### src/rtl/fetch_unit.sv
// Instruction fetch stage: owns the PC, reads instruction memory combinationally and
// queues {pc, instr, fault} toward decode through a small valid/ready FIFO.
module fetch_unit #(
  parameter logic [31:0] RESET_PC   = 32'h0000_0000,
  parameter logic [31:0] IMEM_LIMIT = 32'h0000_0FFF,
  parameter int          DEPTH      = 2
) (
  input  logic        clk_i,
  input  logic        rst_ni,
  output logic [31:0] imem_addr_o,
  input  logic [31:0] imem_rdata_i,
  input  logic        redirect_i,
  input  logic [31:0] redirect_pc_i,
  output logic        instr_valid_o,
  output logic [31:0] instr_o,
  output logic [31:0] instr_pc_o,
  output logic        instr_fault_o,
  input  logic        instr_ready_i
);

  localparam int PW = $clog2(DEPTH);
  localparam logic [PW:0] DEPTH_C = (PW+1)'(DEPTH);

  typedef struct packed {
    logic [31:0] pc;
    logic [31:0] instr;
    logic        fault;
  } entry_t;

  typedef enum logic [1:0] {IDLE, RUN, STOP} state_t;

  state_t        state_q, state_d;
  logic [31:0]   pc_q;
  logic [PW-1:0] wr_ptr_q, rd_ptr_q;
  logic [PW:0]   count_q;
  entry_t        fifo_q [DEPTH];
  entry_t        head;
  logic          fault_pc, push, pop;

  assign fault_pc = (pc_q > IMEM_LIMIT) || (pc_q[1:0] != 2'b00);
  assign pop      = (count_q != '0) && instr_ready_i;
  // A full FIFO still accepts a fetch when the head leaves on the same edge.
  assign push     = (state_q == RUN) && !redirect_i && ((count_q < DEPTH_C) || pop);

  always_comb begin
    state_d = state_q;
    case (state_q)
      IDLE:    state_d = RUN;
      RUN:     if (push && fault_pc) state_d = STOP;
      STOP:    state_d = STOP;
      default: state_d = IDLE;
    endcase
    if (redirect_i) state_d = RUN;
  end

  always_ff @(posedge clk_i or negedge rst_ni) begin
    if (!rst_ni) begin
      state_q  <= IDLE;
      pc_q     <= RESET_PC;
      wr_ptr_q <= '0;
      rd_ptr_q <= '0;
      count_q  <= '0;
    end else begin
      state_q <= state_d;
      if (redirect_i) begin
        // Flush wins over everything, including a pop offered this cycle.
        pc_q     <= redirect_pc_i;
        wr_ptr_q <= '0;
        rd_ptr_q <= '0;
        count_q  <= '0;
      end else begin
        if (push) begin
          pc_q     <= pc_q + 32'd4;
          wr_ptr_q <= wr_ptr_q + 1'b1;
        end
        if (pop) rd_ptr_q <= rd_ptr_q + 1'b1;
        case ({push, pop})
          2'b10:   count_q <= count_q + 1'b1;
          2'b01:   count_q <= count_q - 1'b1;
          default: count_q <= count_q;
        endcase
      end
    end
  end

  // Payload storage needs no reset; it is only observed through count_q.
  always_ff @(posedge clk_i) begin
    if (push) begin
      fifo_q[wr_ptr_q].pc    <= pc_q;
      fifo_q[wr_ptr_q].instr <= fault_pc ? 32'd0 : imem_rdata_i;
      fifo_q[wr_ptr_q].fault <= fault_pc;
    end
  end

  assign head          = fifo_q[rd_ptr_q];
  assign imem_addr_o   = pc_q;
  assign instr_valid_o = (count_q != '0);
  assign instr_o       = instr_valid_o ? head.instr : 32'd0;
  assign instr_pc_o    = instr_valid_o ? head.pc    : 32'd0;
  assign instr_fault_o = instr_valid_o & head.fault;

endmodule

### config.mk
export PLATFORM = sky130hd
export DESIGN_NAME = fetch_unit
export DESIGN_NICKNAME = d
export VERILOG_FILES = /design/src/rtl/fetch_unit.sv
export SDC_FILE = /design/constraint.sdc
export NUM_CORES = 1
export LEC_CHECK = 0
export CAP_MARGIN = 10
export CELL_PAD_IN_SITES_DETAIL_PLACEMENT = 1
export CELL_PAD_IN_SITES_GLOBAL_PLACEMENT = 1
export CORE_UTILIZATION = 44
export DETAILED_ROUTE_END_ITERATION = 8
export GPL_TIMING_DRIVEN = 0
export PLACE_DENSITY_LB_ADDON = 0.1
export SYNTH_ARGS = -nofsm -noshare
export SYNTH_HDL_FRONTEND = slang
export SYNTH_SLANG_ARGS = --single-unit
### constraint.sdc
create_clock -name clk_i -period 11.4 [get_ports clk_i]
set_input_delay 1.71 -clock clk_i [delete_from_list [all_inputs] [get_ports clk_i]]
set_output_delay 1.71 -clock clk_i [all_outputs]
set_load 0.03 [all_outputs]
==> results of run 1 <==
[area by class of cell]
cell class              instances  area share (%)
plain buffers                  41            1.65
clock buffers                  17            4.13
clock inverters                15            2.16
inverters                      11           0.401
multi-input cells             396            24.8
flip-flops and latches        168            47.2
well taps                     220            2.67
repair buffers                173            17.0
[critical path: cells and delay by family (launching register included)]
kind                   cells  cell delay (ps)
buffers and inverters      4             1900
flip-flops                 1              320
multiplexers               1              130
AND/OR/NAND/NOR            1              120
[final timing paths]
check	endpoint	cells after the start	startpoint	slack, ps
setup / recovery	instr_pc_o[6]	6	rd_ptr_q	6780
hold / removal	fifo_q[0][56]	0	imem_addr_o[23]	500
setup reg to reg	fifo_q[1][23]	6	imem_addr_o[27]	8690
hold reg to reg	fifo_q[0][56]	0	imem_addr_o[23]	500
max in group asynchronous	count_q[1]	2	rst_ni	9740
min in group asynchronous	imem_addr_o[27]	1	rst_ni	1170
[placed cells by master (no fill, tap or decap), types with 11 or more instances in the layout]
master / netlist / layout
and2_1: 37 / 37
clkbuf_1: 26 / 26
clkbuf_16: 0 / 17
clkdlybuf4s50_1: 0 / 164
dfrtp_1: 38 / 38
edfxtp_1: 130 / 130
inv_1: 11 / 11
mux2i_1: 68 / 68
nand2_1: 30 / 30
nand3_1: 25 / 25
nand4_1: 20 / 20
nor2_1: 90 / 90
o31ai_1: 11 / 11
[cell families (layout without fill, tap and decap cells)]
family	Yosys count	count (layout)	share of synthesized area [%]
XOR/XNOR	8	8	0.921
adder cells (fa/ha/maj)	3	3	0.493
AND/OR/NAND/NOR	258	258	17.3
multiplexers	70	70	9.24
AO/OA/AOI/OAI	57	57	5.46
flip-flops	168	168	63.8
buffers and inverters	52	257	2.78
[registers in the layout, indices dropped and copies added, names as in the netlist]
signal	count
fifo_q	130
imem_addr_o	32
count_q	2
state_q	2
rd_ptr_q	1
wr_ptr_q	1
[stage by stage]
stage	utilization [%]	power, mW	area, um^2
final	61.4	1.88	10300
after global routing	61.4	1.94	10300
after CTS	61.4	1.89	10300
after detailed placement	57.6	1.26	9650
after global placement	56.9	1.24	9540
after floorplan	-	1.05	7610
[report_power, final]
part           total, mW  internal, mW  leakage (nW)  switching (mW)
sequential         0.769         0.726          1.68          0.0435
combinational      0.472         0.190          1.60           0.282
clock              0.634         0.390         0.317           0.244
total               1.88          1.31          3.59           0.569
[layer usage]
metal  vias to the layer above  GRT usage [%]
met2                       171           42.3
met4                         0           10.4
met3                        37           4.45
met5                         -              0
li1                       2660              -
met1                      2870           31.3
==> metrics.md, run 1 <==
| Metric | Value |
|---|---|
| Syn nets | 687 |
| Crit path max-delay cell type | clkdlybuf4s50_1 |
| DP Worst Slack | 7060 ps |
| Metal2 WL | ~11 mm |
| Clk pin slew, worst setup/hold paths | 70 ps |
| Via count | roughly 5700 |
| Antenna viol nets, final | 0 |
| Worst EP required | approximately 9700 ps |
| Port bufs | about 170 |
| Post-cts resize count | 0 |
| GRT overflow | 0 |
| Yosys warning count | 0 |
| Top Ports | 166 |
| Dominant synthesized flop cell | edfxtp_1 |
| Final setup fails | 0 |
| Crit path launch type | register |
| Setup WS post-layout | 6780 ps |
| Multi-input gate area | 2550 um^2 |
| Gr usage total | between 20% and 30% |
| Root Buffer | clkbuf_16 |
| Worst-margin pin slew | 1180 ps |
| Clk_lat worst skew | 430 ps |
| Routed len/inst | around 20 um |
| Initial antenna violation count | 0 |
| Met3 WL | approximately 840 um |
| Tmin final | 4620 ps |
| Post-CTS Setup Bufs | 0 |
| CP most frequent cell | clkbuf_1 |
| Final Max Tran Viols | 0 |
| Die height | 134 um |
| Core box area | around 17000 um^2 |
| First-pass GRT wire length | between 30 and 40 mm |
| Cells after Synth | between 600 and 700 |
| Fin nets | about 900 |
| WP data arrival | 2910 ps |
| Hold Slack | around 500 ps |
| Final hold vios | 0 |
| Netlist Area Pre-Place | 7610 um^2 |
| Hpwl dp | 14.9 mm |
| Total Die Area | 17800 um^2 |
| DR pass1 iterations | 5 |
| CTS tree | done |
| Final Skew | approximately 8.4 ps |
| RSZ-0062 raised after global routing | no |
| Post-CTS Hold Buffers | 0 |
| Max Freq | 217 MHz |
| DRT iter0 DRCs | 409 |
| Num CTS Buffers | 17 |
| Clock sink count | 168 |
| Power Dens Cells | between 150 and 200 nW/um^2 |
| Area grow syn2layout | 35.3% |
| Synth area leaders | edfxtp_1, dfrtp_1, mux2i_1 |
| DRC | 0 |
| CP Cell Sequence | clkbuf_1 > clkbuf_1 > buf_2 > mux2i_1 > nor2_1 > clkdlybuf4s50_1 |
| Synth unique cells | 48 |
| Number of global-route vias before repair | 6222 |
| Final setup TNS | 0 ps |
| Largest net degree at the start of global routing | 58 |
| CTS max path bufs | 2 |
| Leakage | 3.59 nW |
| Peak supply drop | roughly 0.11 mV |
| Final cell count without fillers | 1041 |
| Average size of a mapped cell | between 10 and 15 um^2 |
| FP Rows | between 40 and 50 |
| Synth area leader | edfxtp_1 |
| Layout cells sized above 1 | 6.82% |
| Top cell type's share of synthesized area | roughly 50% |
| Post-synth EDFFs | 130 |
| DRT Wirelength | ~21 mm |
| Fillers | 1683 |
| Die width | about 130 um |
| Flops & latches, synth | approximately 170 |
| Wire length on met1 | a little under 9 mm |
| Most frequent cell after synthesis | edfxtp_1 |
| Initial Utilization | 45.4% |
| Post-synth top cells | edfxtp_1, nor2_1, mux2i_1 |
| Period utilization | 40.5% |
| Slew margin rel. | between 20 and 25% |
| H-tree lvl count | 4 |
| Post-synthesis sequential area ratio | 63.8% |
| Vias per inst | roughly 5.5 |
| Outcome | completed |
| Worst path max stage delay | 710 ps |
| # diodes | 0 |
| Crit path max fanout | 10 |
| HP Class | register to register |
| Synth async-reset ratio | between 20% and 30% |
| Crit. End Element | output port |
| Gpl congestion | between 0.8 and 0.9 |
| Post-placement cell count | 1009 |
| Maxcap violations | 0 |
| Top sig layer | met4 |
| FF+latch area | approximately 4900 um^2 |
| Crit Path Class | register to output port |
(Power assumes the default switching activity.)
==> inputs of run 2 (changes only) <==
- CORE_UTILIZATION: 44 -> 40
- clock period: 11.4 -> 4.3 ns (I/O delays scaled with it)
==> metrics.md, run 2 (synthesis gave the netlist of run 1 again) <==
| Metric | Value |
|---|---|
| Outcome | completed |
| Top reg by flops | fifo_q |
| DRC | 0 (unchanged) |
| Root Buffer | clkbuf_16 |
| Vias per inst | 5.49 (-0.48%) |
| Initial antenna violation count | 0 (unchanged) |
| Maxcap violations | 0 (unchanged) |
| Post-CTS Setup Bufs | 0 (unchanged) |
| FP Rows | 50 (+6.4%) |
| Worst-margin pin slew | 1120 ps (-57.2 ps) |
| Num CTS Buffers | 17 (unchanged) |
| Period utilization | 84.7% |
| Crit. End Element | output port |
| Final cell count without fillers | 1053 (+1.2%) |
| DR pass1 iterations | 5 (unchanged) |
| Post-cts resize count | 0 (unchanged) |
| Final setup TNS | 0 ps (unchanged) |
| Gr usage total | 22.5% (-2.3 points) |
| Placement Cell Area | 9700 um^2 (+0.56%) |
| Clk pin slew, worst setup/hold paths | 70 ps (about the same) |
| Setup WS post-layout | 658 ps (-6130 ps) |
| Largest net degree at the start of global routing | 37 (-36%) |
| Final Max Tran Viols | 0 (unchanged) |
| Final Skew | 10.4 ps (+2.03 ps) |
| Worst reg2reg endpoint | fifo_q[1][0] |
| Crit path max fanout | 10 (unchanged) |
| Total Die Area | 19600 um^2 (+9.8%) |
| Top Ports | 166 (unchanged) |
| CP Capture Point | instr_pc_o[14] |
| Post-placement cell count | 1021 (+1.2%) |
| Clock sink count | 168 (unchanged) |
| Crit Path Class | register to output port |
| Area grow syn2layout | 35.3% (about the same) |
| Reg2Reg Launch Point | imem_addr_o[27] |
| R2r setup slk | 1680 ps (-7010 ps) |
| Worst-case reg-to-reg path depth | 6 (unchanged) |
| Routed len/inst | 20.2 um (-0.48%) |
| Slew margin rel. | 24.5% (+3.8 points) |
| Initial Utilization | 40.8% (-4.6 points) |
| Leakage | 3.56 nW (-0.91%) |
| Max Freq | about 270 MHz |
| Commonest non-fill, non-tap cell in the layout | clkdlybuf4s50_1 |
| Core box area | 18600 um^2 (+11%) |
| Number of global-route vias before repair | 6148 (-1.2%) |
| Crit path launch type | register |
| HP Class | input pin to asynchronous set/reset pin |
| Clk_lat worst skew | 430 ps (about the same) |
| DP Worst Slack | 1100 ps (-5950 ps) |
| WP data arrival | 3000 ps (+90 ps) |
| CP startpoint | rd_ptr_q |
| Tmin final | around 3600 ps |
| H-tree lvl count | 4 (unchanged) |
| Worst EP required | 3650 ps (-6040 ps) |
| First-pass GRT wire length | 33.6 mm (+0.29%) |
| Port bufs | 165 (unchanged) |
| Max FFs per register | 130 (unchanged) |
| Post-CTS Hold Buffers | 0 (unchanged) |
| Power Dens Cells | 472 nW/um^2 (+160%) |
| CTS tree | done |
| # diodes | 0 (unchanged) |
| DRT iter0 DRCs | 283 (-31%) |
| RSZ-0062 raised after global routing | no |
| Gpl congestion | 0.859 (+0.44%) |
| Fin nets | 877 (-0.23%) |
| Antenna viol nets, final | 0 (unchanged) |
| Peak supply drop | 0.272 mV (+150%) |
| Via count | 5776 (+0.66%) |
| GRT overflow | 0 (unchanged) |
| Die height | 140 um (+4.8%) |
| CTS max path bufs | 2 (unchanged) |
| Tot Pwr | 4.85 mW (+160%) |
| Layout cells sized above 1 | 6.59% (-0.23 points) |
| Highest-count cells in the layout ignoring fill and taps | clkdlybuf4s50_1, edfxtp_1, nor2_1 |
| Die width | 140 um (+4.8%) |
| Finished Cell Area | 10300 um^2 (about the same) |
| Final setup fails | 0 (unchanged) |
| Final hold vios | 0 (unchanged) |
| DRT Wirelength | 21.3 mm (+0.67%) |
| Hpwl dp | 15.0 mm (+0.37%) |
-- run 2: changes by cell type in the layout (fill, tap and decap cells not counted), sizes merged --
cell | before | now
buf | 24 | 22
clkinvlp | 1 | 3
inv | 14 | 17
clkinv | 6 | 4
bufinv | 5 | 2
-- run 2: worst max-delay path, cell delays in order, from the launching register on --
cell	delay, ps
dfrtp_1	320
clkbuf_1	190
clkbuf_1	580
buf_2	430
mux2i_1	130
nor2_1	170
clkdlybuf4s50_1	750
-- run 2: metal layers --
layer | track usage [%] | vias up | routed length, um
met2 | 37.8 | 194 | 10700
li1 | - | 2666 | -
met1 | 28.6 | 2875 | 9040
met4 | 9.49 | 0 | 525
met3 | 4.31 | 41 | 997
met5 | 0 | - | 0
-- run 2: power breakdown --
group,internal [mW],switching (mW)
Clock,0.869,0.674
Combinational,0.518,0.752
Sequential,1.92,0.117
-- run 2: layout make-up --
| class | count | area (um^2) |
|---|---|---|
| fillers | 1922 | 8350 |
| flip-flops and latches | 168 | 4850 |
| plain buffers | 41 | 170 |
| multi-input cells | 396 | 2560 |
| well taps | 234 | 293 |
| repair buffers | 171 | 1780 |
| inverters | 11 | 41.3 |
| clock buffers | 17 | 425 |
| clock inverters | 15 | 166 |
-- run 2: worst min-delay path by stage --
| stage | depth (start not counted) | endpoint |
|---|---|---|
| after global routing | 1 | imem_addr_o[27] |
| final | 1 | imem_addr_o[27] |
| after CTS | 1 | imem_addr_o[27] |
| after floorplan | 0 | count_q[0] |
| after global placement | 0 | fifo_q[1][60] |
| after detailed placement | 0 | fifo_q[0][60] |
-- run 2: per-stage QoR --
step	utilization, %	hold slack, ps
after detailed placement	52.0	485
final	55.2	96.9
after global placement	51.3	489
after floorplan	-	349
after global routing	55.2	90.8
after CTS	55.2	80.1
==> RTL edit: new RTL, settings of run 2 <==
Re-encode `state_t` (3 states) as one-hot, 3 bits wide.
--- a/src/rtl/fetch_unit.sv
+++ b/src/rtl/fetch_unit.sv
@@ -28,5 +28,5 @@
   } entry_t;
 
-  typedef enum logic [1:0] {IDLE, RUN, STOP} state_t;
+  typedef enum logic [2:0] {IDLE = 3'b001, RUN = 3'b010, STOP = 3'b100} state_t;
 
   state_t        state_q, state_d;
Check against the original RTL: same outputs for any inputs over 4 cycles, from zero or initial values and one cycle with rst_ni low; so few cycles prove little.
==> RTL edit against run 2 <==
  * Worst setup slack better by 0.12 ns
  * Area after synthesis is 0.59% higher
  * Register-to-register slack better by 0.10 ns
  * Final area fell by 0.79%
  * Largest power group unchanged
  * Sequential share of layout area increased by 0.63 points
  * Highest routed layer unchanged
  * Synthesized cell count shrank 2.1%
  * Sequential cell count grew 1
  * Largest cell class unchanged
  * Count of clock-buffer cells in the layout up 2
  * Total power is 17% lower
  * Wire length rose by 0.76%
  * Clock skew about the same
  * Die area up 0.59%
==> RTL edit: results (changes against run 2) <==
Logic synthesis
  • Post-Syn Area per Cell: 12.7 sq um (+2.8%)
  • Seq/Total Area, Yosys: 0.638 (about the same)
  • Synthesized net count: 672 (-2.2%)
  • Adder-cell area share of the yosys netlist: 0.00163 (-0.00330)
  • Asr flop ratio synth: 0.231 (+0.00458)
  • Synth Area in Compound Gates: 0.0572 (+0.00262)
  • Top cells by area, synth: edfxtp_1 (51%), dfrtp_1 (12%), mux2i_1 (8.6%)
  • Yosys cell types: 59 (+23%)
  • Xor and xnor area share after synthesis: 0.00687 (-0.00234)
  • Commonest cells post-synth: edfxtp_1 (130), nor2_1 (83), mux2i_1 (66)

Power and ir drop
  • Net switching power: 1.10 mW (-29%)
  • Pwr Total: 4.04 mW (-17%)
  • Seq power: 1.98 mW (-3%)
  • Maximum VDD drop: 0.000301 V (+11%)
  • Leakage power: 3.40 nW (-4.6%)
  • Combinational share of power: 0.158 (-0.104)

Place
  • Buffers on Ports: 164 (-0.61%)
  • Pre-CTS setup slack: 1.24 ns (+0.140 ns)
  • Placer Congestion: 0.839 (-2.3%)
  • Placed Area: 9680 sq um (-0.27%)

Global routing
  • M1 GR Usage: 0.282 (-0.00470)
  • Largest net degree at the start of global routing: 38 (+2.7%)
  • Met3 usage: 0.0533 (+0.0103)
  • Met2 GRT Util: 0.406 (+0.0274)
  • Total track usage: 0.230 (+0.00444)
  • Global-route wire length before repair: 34300 um (+2.0%)

Detailed routing
  • Metal3 WL: 929 um (-6.8%)
  • Met2 wire length: 11100 um (+3.8%)
  • DR WL/cell: 20.7 um (+2.4%)
  • M1 WL: 9100 um (+0.74%)
  • Initial drt markers: 300 (+6.0%)
  • DR vias: 5690 (-1.5%)
  • DRT Pass-1 Iters: 4 (-1)

Timing
  • Setup Skew: 0.0109 ns (+0.000456 ns)
  • Relative slew margins: 0.150 (-0.0950)

Status
  • Status: finished, final reports clean

Layout
  • Fraction of layout cells with a size suffix above 1: 0.0748 (+0.00888)
  • Final Non-Filler Cells: 1036 (-1.6%)
  • Nets: 859 (-2.1%)

Worst setup path
  • CP max stage delay: 0.69 ns (-0.06 ns)
  • Critical Path AT: 2.88 ns (-0.12 ns)
RTL edit: area by class of cell:
class	instances	area [sq um]	share of cell area
plain buffers	40	228	0.0223
clock inverters	12	104	0.0102
inverters	11	41.3	0.00404
flip-flops and latches	169	4880	0.478
clock buffers	19	433	0.0424
multi-input cells	383	2520	0.246
well taps	234	293	0.0287
repair buffers	168	1720	0.168
RTL edit: path summary, 6_finish.rpt:
| check | start | to | slack, ns | cells after the start |
|---|---|---|---|---|
| max | rd_ptr_q | instr_pc_o[3] | 0.78 | 6 |
| min | rst_ni | imem_addr_o[18] | 0.10 | 1 |
| max reg2reg | imem_addr_o[12] | fifo_q[1][0] | 1.78 | 5 |
| min reg2reg | imem_addr_o[21] | fifo_q[1][54] | 0.54 | 0 |
| max in group asynchronous | rst_ni | state_q[0] | 3.64 | 2 |
| min in group clk_i | imem_addr_o[21] | fifo_q[1][54] | 0.54 | 0 |
